$ cat src/rtl/shift_sequencer_if.sv
// Request/response and shifter-feedback signals of shift_sequencer.
// slave = the sequencer itself, master = decode/FSM side plus the external shifter.
interface shift_sequencer_if #(
  parameter int WIDTH = 16,
  parameter int AMT_W = 4
);
  logic             start;
  logic [1:0]       op;
  logic [AMT_W-1:0] amount;
  logic [WIDTH-1:0] din;
  logic             busy;
  logic             done;
  logic [WIDTH-1:0] dout;
  logic [WIDTH-1:0] sh_in;
  logic [1:0]       sh_shift;
  logic [WIDTH-1:0] sh_out;

  modport slave (
    input  start, op, amount, din, sh_out,
    output busy, done, dout, sh_in, sh_shift
  );

  modport master (
    output start, op, amount, din, sh_out,
    input  busy, done, dout, sh_in, sh_shift
  );
endinterface

$ cat src/rtl/shift_sequencer.sv
// Multi-cycle shift controller: iterates an external single-step shifter
// once per clock for 'amount' steps and returns the result with a done pulse.
module shift_sequencer #(
  parameter int WIDTH = 16,
  parameter int AMT_W = 4
) (
  input logic              clk,
  input logic              rst_n,
  shift_sequencer_if.slave bus
);

  localparam logic [1:0] IDLE  = 2'd0;
  localparam logic [1:0] SHIFT = 2'd1;
  localparam logic [1:0] DONE  = 2'd2;

  logic [1:0]       state_q, state_d;
  logic [WIDTH-1:0] acc_q, acc_d;
  logic [AMT_W-1:0] cnt_q, cnt_d;
  logic [1:0]       op_q, op_d;
  logic [WIDTH-1:0] dout_q, dout_d;

  always_comb begin
    state_d = state_q;
    acc_d   = acc_q;
    cnt_d   = cnt_q;
    op_d    = op_q;
    dout_d  = dout_q;
    case (state_q)
      IDLE, DONE: begin
        if (bus.start) begin
          acc_d = bus.din;
          cnt_d = bus.amount;
          op_d  = bus.op;
          // Zero distance or pass completes without stepping the shifter.
          if (bus.amount == '0 || bus.op == 2'b00) begin
            dout_d  = bus.din;
            state_d = DONE;
          end else begin
            state_d = SHIFT;
          end
        end else begin
          state_d = IDLE;
        end
      end
      SHIFT: begin
        acc_d = bus.sh_out;
        cnt_d = cnt_q - 1'b1;
        if (cnt_q == {{(AMT_W-1){1'b0}}, 1'b1}) begin
          dout_d  = bus.sh_out;
          state_d = DONE;
        end
      end
      default: state_d = IDLE;
    endcase
  end

  always_ff @(posedge clk or negedge rst_n) begin
    if (!rst_n) begin
      state_q <= IDLE;
      acc_q   <= '0;
      cnt_q   <= '0;
      op_q    <= '0;
      dout_q  <= '0;
    end else begin
      state_q <= state_d;
      acc_q   <= acc_d;
      cnt_q   <= cnt_d;
      op_q    <= op_d;
      dout_q  <= dout_d;
    end
  end

  assign bus.sh_in    = acc_q;
  assign bus.sh_shift = (state_q == SHIFT) ? op_q : 2'b00;
  assign bus.busy     = (state_q == SHIFT);
  assign bus.done     = (state_q == DONE);
  assign bus.dout     = dout_q;

endmodule

$ cat src/flat_wrapper.sv
// flat-port wrapper written by rule: the top's interface ports become plain ports
module shift_sequencer_flat 
#(
  parameter int WIDTH = 16,
  parameter int AMT_W = 4
)
  (clk, rst_n, bus_start, bus_op, bus_amount, bus_din, bus_sh_out, bus_busy, bus_done, bus_dout, bus_sh_in, bus_sh_shift);
  shift_sequencer_if #(.WIDTH(WIDTH), .AMT_W(AMT_W)) bus_i ();
  input logic clk;
  input logic rst_n;
  input wire logic [$bits(bus_i.start)-1:0] bus_start;
  input wire logic [$bits(bus_i.op)-1:0] bus_op;
  input wire logic [$bits(bus_i.amount)-1:0] bus_amount;
  input wire logic [$bits(bus_i.din)-1:0] bus_din;
  input wire logic [$bits(bus_i.sh_out)-1:0] bus_sh_out;
  output wire logic [$bits(bus_i.busy)-1:0] bus_busy;
  output wire logic [$bits(bus_i.done)-1:0] bus_done;
  output wire logic [$bits(bus_i.dout)-1:0] bus_dout;
  output wire logic [$bits(bus_i.sh_in)-1:0] bus_sh_in;
  output wire logic [$bits(bus_i.sh_shift)-1:0] bus_sh_shift;
  assign bus_i.start = bus_start;
  assign bus_i.op = bus_op;
  assign bus_i.amount = bus_amount;
  assign bus_i.din = bus_din;
  assign bus_i.sh_out = bus_sh_out;
  assign bus_busy = bus_i.busy;
  assign bus_done = bus_i.done;
  assign bus_dout = bus_i.dout;
  assign bus_sh_in = bus_i.sh_in;
  assign bus_sh_shift = bus_i.sh_shift;
  shift_sequencer #(.WIDTH(WIDTH), .AMT_W(AMT_W)) u_core (.clk(clk), .rst_n(rst_n), .bus(bus_i));
endmodule
$ cat config.mk
export PLATFORM = sky130hd
export DESIGN_NAME = shift_sequencer_flat
export DESIGN_NICKNAME = d
export VERILOG_FILES = /design/src/rtl/shift_sequencer_if.sv /design/src/rtl/shift_sequencer.sv /design/src/flat_wrapper.sv
export SDC_FILE = /design/constraint.sdc
export NUM_CORES = 1
export LEC_CHECK = 0
export BUFFER_PORTS_ARGS = -buffer_cell sky130_fd_sc_hd__buf_2
export CAP_MARGIN = 20
export CORE_MARGIN = 2
export CORE_UTILIZATION = 35
export CTS_CLUSTER_SIZE = 14
export DETAILED_ROUTE_END_ITERATION = 10
export PLACE_DENSITY_LB_ADDON = 0.08
export SYNTH_ARGS = -nofsm -noshare
export SYNTH_HDL_FRONTEND = slang
export SYNTH_SLANG_ARGS = --single-unit
$ cat constraint.sdc
create_clock -name clk -period 2.85 [get_ports clk]
set_input_delay 0.285 -clock clk [delete_from_list [all_inputs] [get_ports clk]]
set_output_delay 0.285 -clock clk [all_outputs]
set_load 0.01 [all_outputs]
# Word level (Yosys, flattened, before mapping)
# Cells that the tools add are included.
# classes
reduce_logical	9
div	0
addsub	1
bitwise	0
n_shift	0
n_eq_ne	6
mux	13
mul	0
order_cmp	0
# ops
op	count
2-to-1 mux 16 bit	4
one-hot mux 16 bit (2 select lines)	2
2-to-1 mux 2 bit	4
one-hot mux 4 bit (2 select lines)	1
equality test 4 x 1 -> 1 bit (second input constant)	1
zero test 2 bit	2
zero test 4 bit	1
2-to-1 mux 4 bit	1
inequality test 2 x 1 -> 1 bit (second input constant)	2
one-hot mux 2 bit (2 select lines)	1
AND reduction 2 bit	2
AND reduction 4 bit	1
subtractor 4 x 1 -> 4 bit (second input constant)	1
equality test 2 x 1 -> 1 bit (second input constant)	1
equality test 2 bit (second input constant)	1
inequality test 2 bit (second input constant)	1
nonzero test 2 bit	1
OR reduction 2 bit	1
logical OR 1 bit	1
# word_totals
rom_bits	0
wordCells	34
reg_bits	40
ramBits	0
output_inout_bits	36
n_memories	0
latch_bits	0

# Logic depth before layout (Yosys ltp)
# depth
ltp_word	5
mapped_depth	7
depth_no_buf	6

# Least setup slack after synthesis
# Ideal clock, no wire load.
# synth_timing
path_type	reg-to-reg
startpoint	register u_core.cnt_q[0]
endpoint	register u_core.dout_q[0], in the netlist u_core.bus.dout[0]
path_slack_ns	1.314
path_stages_with_launch	7
path_buffers	1
arrival_ns	1.415
setup_ns	0.121
cell_sequence	dfrtp_1 -> ha_1 -> nor3b_2 -> a21oi_4 -> nor2_4 -> buf_4 -> o22a_1
# synth_via
elab_chain_len	3
# synth_lines
element	line_no	text
start, declared	shift_sequencer.sv:18	logic [AMT_W-1:0] cnt_q, cnt_d;
start signal, assigned	shift_sequencer.sv:67	cnt_q <= cnt_d;
equality test 4 x 1 -> 1 bit	shift_sequencer.sv:48	if (cnt_q == {{(AMT_W-1){1'b0}}, 1'b1}) begin
inequality test 2 x 1 -> 1 bit (no line)	n/a	
AND reduction 4 bit (no line)	n/a	
end signal, assigned	shift_sequencer.sv:69	dout_q <= dout_d;
end, declared	shift_sequencer.sv:20	logic [WIDTH-1:0] dout_q, dout_d;
# No other way between the ends.
# A chain may end at the register's enable or synchronous reset.

# Worst setup path after layout
# layout_timing
startpoint	register u_core.state_q[0]
endpoint	register u_core.dout_q[15], in the netlist u_core.bus.dout[15]
# layout_via
elab_chain_len	4
word_cells_on_any_way	10
cone_classes	eq/ne (5); mux (1); reduce/logical (4)
# layout_lines
element	line_no	text
start, declared	shift_sequencer.sv:16	logic [1:0] state_q, state_d;
start signal, assigned	shift_sequencer.sv:65	state_q <= state_d;
equality test 2 bit or zero test 2 bit (tied branches)	shift_sequencer.sv:28	case (state_q)
OR reduction 2 bit	shift_sequencer.sv:28	
inequality test 2 x 1 -> 1 bit (no line) (tied with other cells)	n/a	
AND reduction 4 bit (no line)	n/a	
# Parallel ways exist; a longest one is shown, timed or not.

==> summary.txt <==
Synthesis
  • Synth top area share: 52.42%
  • Synthesized cell area: 1909 um^2
  • Number of enable flip-flop cells after synthesis: 0
  • Dominant cell type by area after synthesis: dfrtp_1
  • Yosys cell types: 30
  • Sequential share of the synthesized area: 52.42%
  • Avg Inst Size Synth: 10.10 um^2
  • Synth Instances: 189
  • FFs w/ async S/R, synth: 100.0%
  • Top_reg_cell synth: dfrtp_1
  • Top cells by count, synth: 40 x dfrtp_1, 40 x nand2_1, 31 x o22a_1
  • Syn. warnings: 0
  • Yosys reg bits: 40
  • Syn Nets: 232
  • Dominant cells by area after synthesis: dfrtp_1 52%, o22a_1 14%, nand2_1 7.9%

Global route
  • Met1 GRT Util: 24.08%
  • Grt ovf: 0
  • Largest net degree at the start of global routing: 41
  • GR Util met2: 27.33%
  • Antenna violations before repair: 0
  • First-pass GRT wire length: 8.231 mm
  • Busiest grt layer: met2
  • Met3 Usage GRT: 3.953%
  • Vias in the first global route: 1636
  • GRT Util Overall: 17.41%

Setup path
  • Critical path's slowest cell: a21oi_4
  • Reg-to-Reg End: u_core.bus.dout[15]
  • Worst Setup Start Kind: flip-flop
  • Crit-path cells: nand2b_2, inv_4, a21oi_4, nor2_4, o22a_1
  • Worst-path maximum fanout: 17
  • Top delay family on crit path: compound AO/OA/AOI/OAI gates
  • WP buf/inv: 1
  • Required time of the critical path: 3.02 ns
  • Crit path kind: reg2reg
  • Worst EP arrival: 2.02 ns
  • R2r worst-path depth: 5
  • Reg-to-reg critical path startpoint: u_core.state_q[0]
  • Worst path max stage delay: 0.47 ns
  • Reg2Reg Setup Slack: 1.01 ns
  • Critical path endpoint category: flip-flop

Layout
  • Layout Utilization: 47.02%
  • Area Overhead vs Synth: 27.39%
  • Ant diodes: 0
  • Layout cells sized above 1: 36.40%
  • Final net count: 303

Detailed routing
  • Post-DRT Antenna Nets: 0
  • Drt pass-1 iters: 4
  • Via Count: 1680
  • Starting DRT DRC Count: 87
  • Post-Route WL: 5.012 mm
  • Avg Vias per Cell: 5.076
  • WL per Instance: 15.14 um
  • # DRC: 0

STA
  • Final period utilization: 64.73%
  • Setup violators final: 0
  • Setup TNS: 0 ns
  • Fmax: 542.1 MHz
  • Relative slew slack: 41.17%
  • Hold slack: 0.1145 ns
  • Slew Viols, Final: 0
  • Hold Vio Cnt, Final: 0
  • Clk_skew: 0.005863 ns
  • Worst Tran Pin Value: 0.8825 ns
  • Post-layout min period: 1.845 ns
  • RSZ-0062 raised after global routing: false

Flow run
  • Maxcap violations: 0

Worst hold path
  • Min-Delay Path Class: in2async

Die
  • Die X: 77.86 um
  • Initial Util: 36.91%
  • Die H: 77.86 um
  • Die ar.: 6062 um^2
  • Core area: 5172 um^2
  • Top Ports: 77
  • Row count: 26

Clocking
  • Later-pin clock latency in the skew report: 0.29 ns
  • Clock buffer depth: 2
  • Postcts setup bufs: 0
  • CTS tree: built
  • Number of gates resized after CTS: 0
  • Clock-pin transition on the worst setup and hold timing paths: 0.07 ns
  • Number of CTS-inserted buffers: 5
  • Root Buffer: clkbuf_8
  • Hold_buf cts: 0
  • H-tree depth: 2
  • # clock sinks: 40

Power and ir drop
  • Leak: 1.117 nW
  • Tot Pwr: 2.843 mW
  • VDD IR max: 0.6177 mV
  • Power Density: 1169 nW/um^2

Placement
  • IO Port Bufs: 76
  • Post-detail-place hpwl: 3.482 mm
  • GP Congestion: 0.7922

Status
  • Outcome: finished, final reports clean
## metrics by stage
step,std cells,cell area [um^2],setup WS (ns)
after floorplan,189,1909,1.314
after global placement,323,2325,1.030
after detailed placement,323,2325,0.9853
after CTS,331,2432,0.9720
after global routing,331,2432,0.8549
final,331,2432,1.005
## state kept, by name (all words and copies together), names as in the netlist
signal,count
u_core.state_q,2
u_core.bus.dout,16
u_core.bus.sh_in,16
u_core.cnt_q,4
u_core.op_q,2
## worst register-to-register path, stage by stage, from the launching register on
cell      delay (ns)
dfrtp_1         0.41
nand2b_2        0.29
inv_4           0.11
a21oi_4         0.47
nor2_4          0.20
o22a_1          0.25
## cell type report
| cell class | count | area [um^2] |
|---|---|---|
| clock inverter | 2 | 35.03 |
| sequential | 40 | 1001 |
| timing repair buffer | 78 | 395.4 |
| multi-input combinational | 132 | 827.0 |
| clock buffer | 6 | 72.57 |
| fill | 496 | 2740 |
| inverter | 3 | 13.76 |
| tap | 70 | 87.58 |
## power by group
group          switching (mW)  internal [mW]
logic                   0.771          0.593
registers               0.170          0.855
clock network           0.194          0.260
total                    1.14           1.71
## cell usage in the layout (no fill, tap or decap), types with 2 or more instances in the layout
cell / count
buf_2: 76
nand2_1: 40
dfrtp_1: 40
o22a_1: 31
nor2_1: 21
a31oi_1: 16
clkbuf_8: 5
inv_1: 2
and2_1: 2
nand3_1: 2
a221o_1: 2
ha_1: 2
buf_4: 2
## cells by family (layout without fill, tap and decap cells)
kind of cell	Yosys count	after routing	share of synthesized area, %
AND/OR/NAND/NOR	74	74	17.63
buffers and inverters	17	89	4.521
adder cells (fa/ha/maj)	2	2	1.310
flip-flops	40	40	52.42
AO/OA/AOI/OAI	56	56	24.12
## worst max path at each step
stage / from / endpoint / slack (ns) / cells after the start
2_1_floorplan: u_core.cnt_q[0] / u_core.bus.dout[0] / 1.31 / 6
3_3_place_gp: u_core.state_q[0] / u_core.bus.dout[0] / 1.03 / 5
3_5_place_dp: u_core.state_q[0] / u_core.bus.dout[4] / 0.99 / 5
4_1_cts: u_core.state_q[0] / u_core.bus.dout[15] / 0.97 / 5
5_1_grt: u_core.state_q[0] / u_core.bus.dout[15] / 0.85 / 5
6_report: u_core.state_q[0] / u_core.bus.dout[15] / 1.01 / 5
## metal layers
layer | wire, um | vias to the layer above
met4 | 36 | 0
met1 | 2295 | 798
met3 | 319 | 4
met5 | 0 | -
met2 | 2361 | 59
li1 | - | 819
No activity file was read; power rests on OpenSTA's default activity.
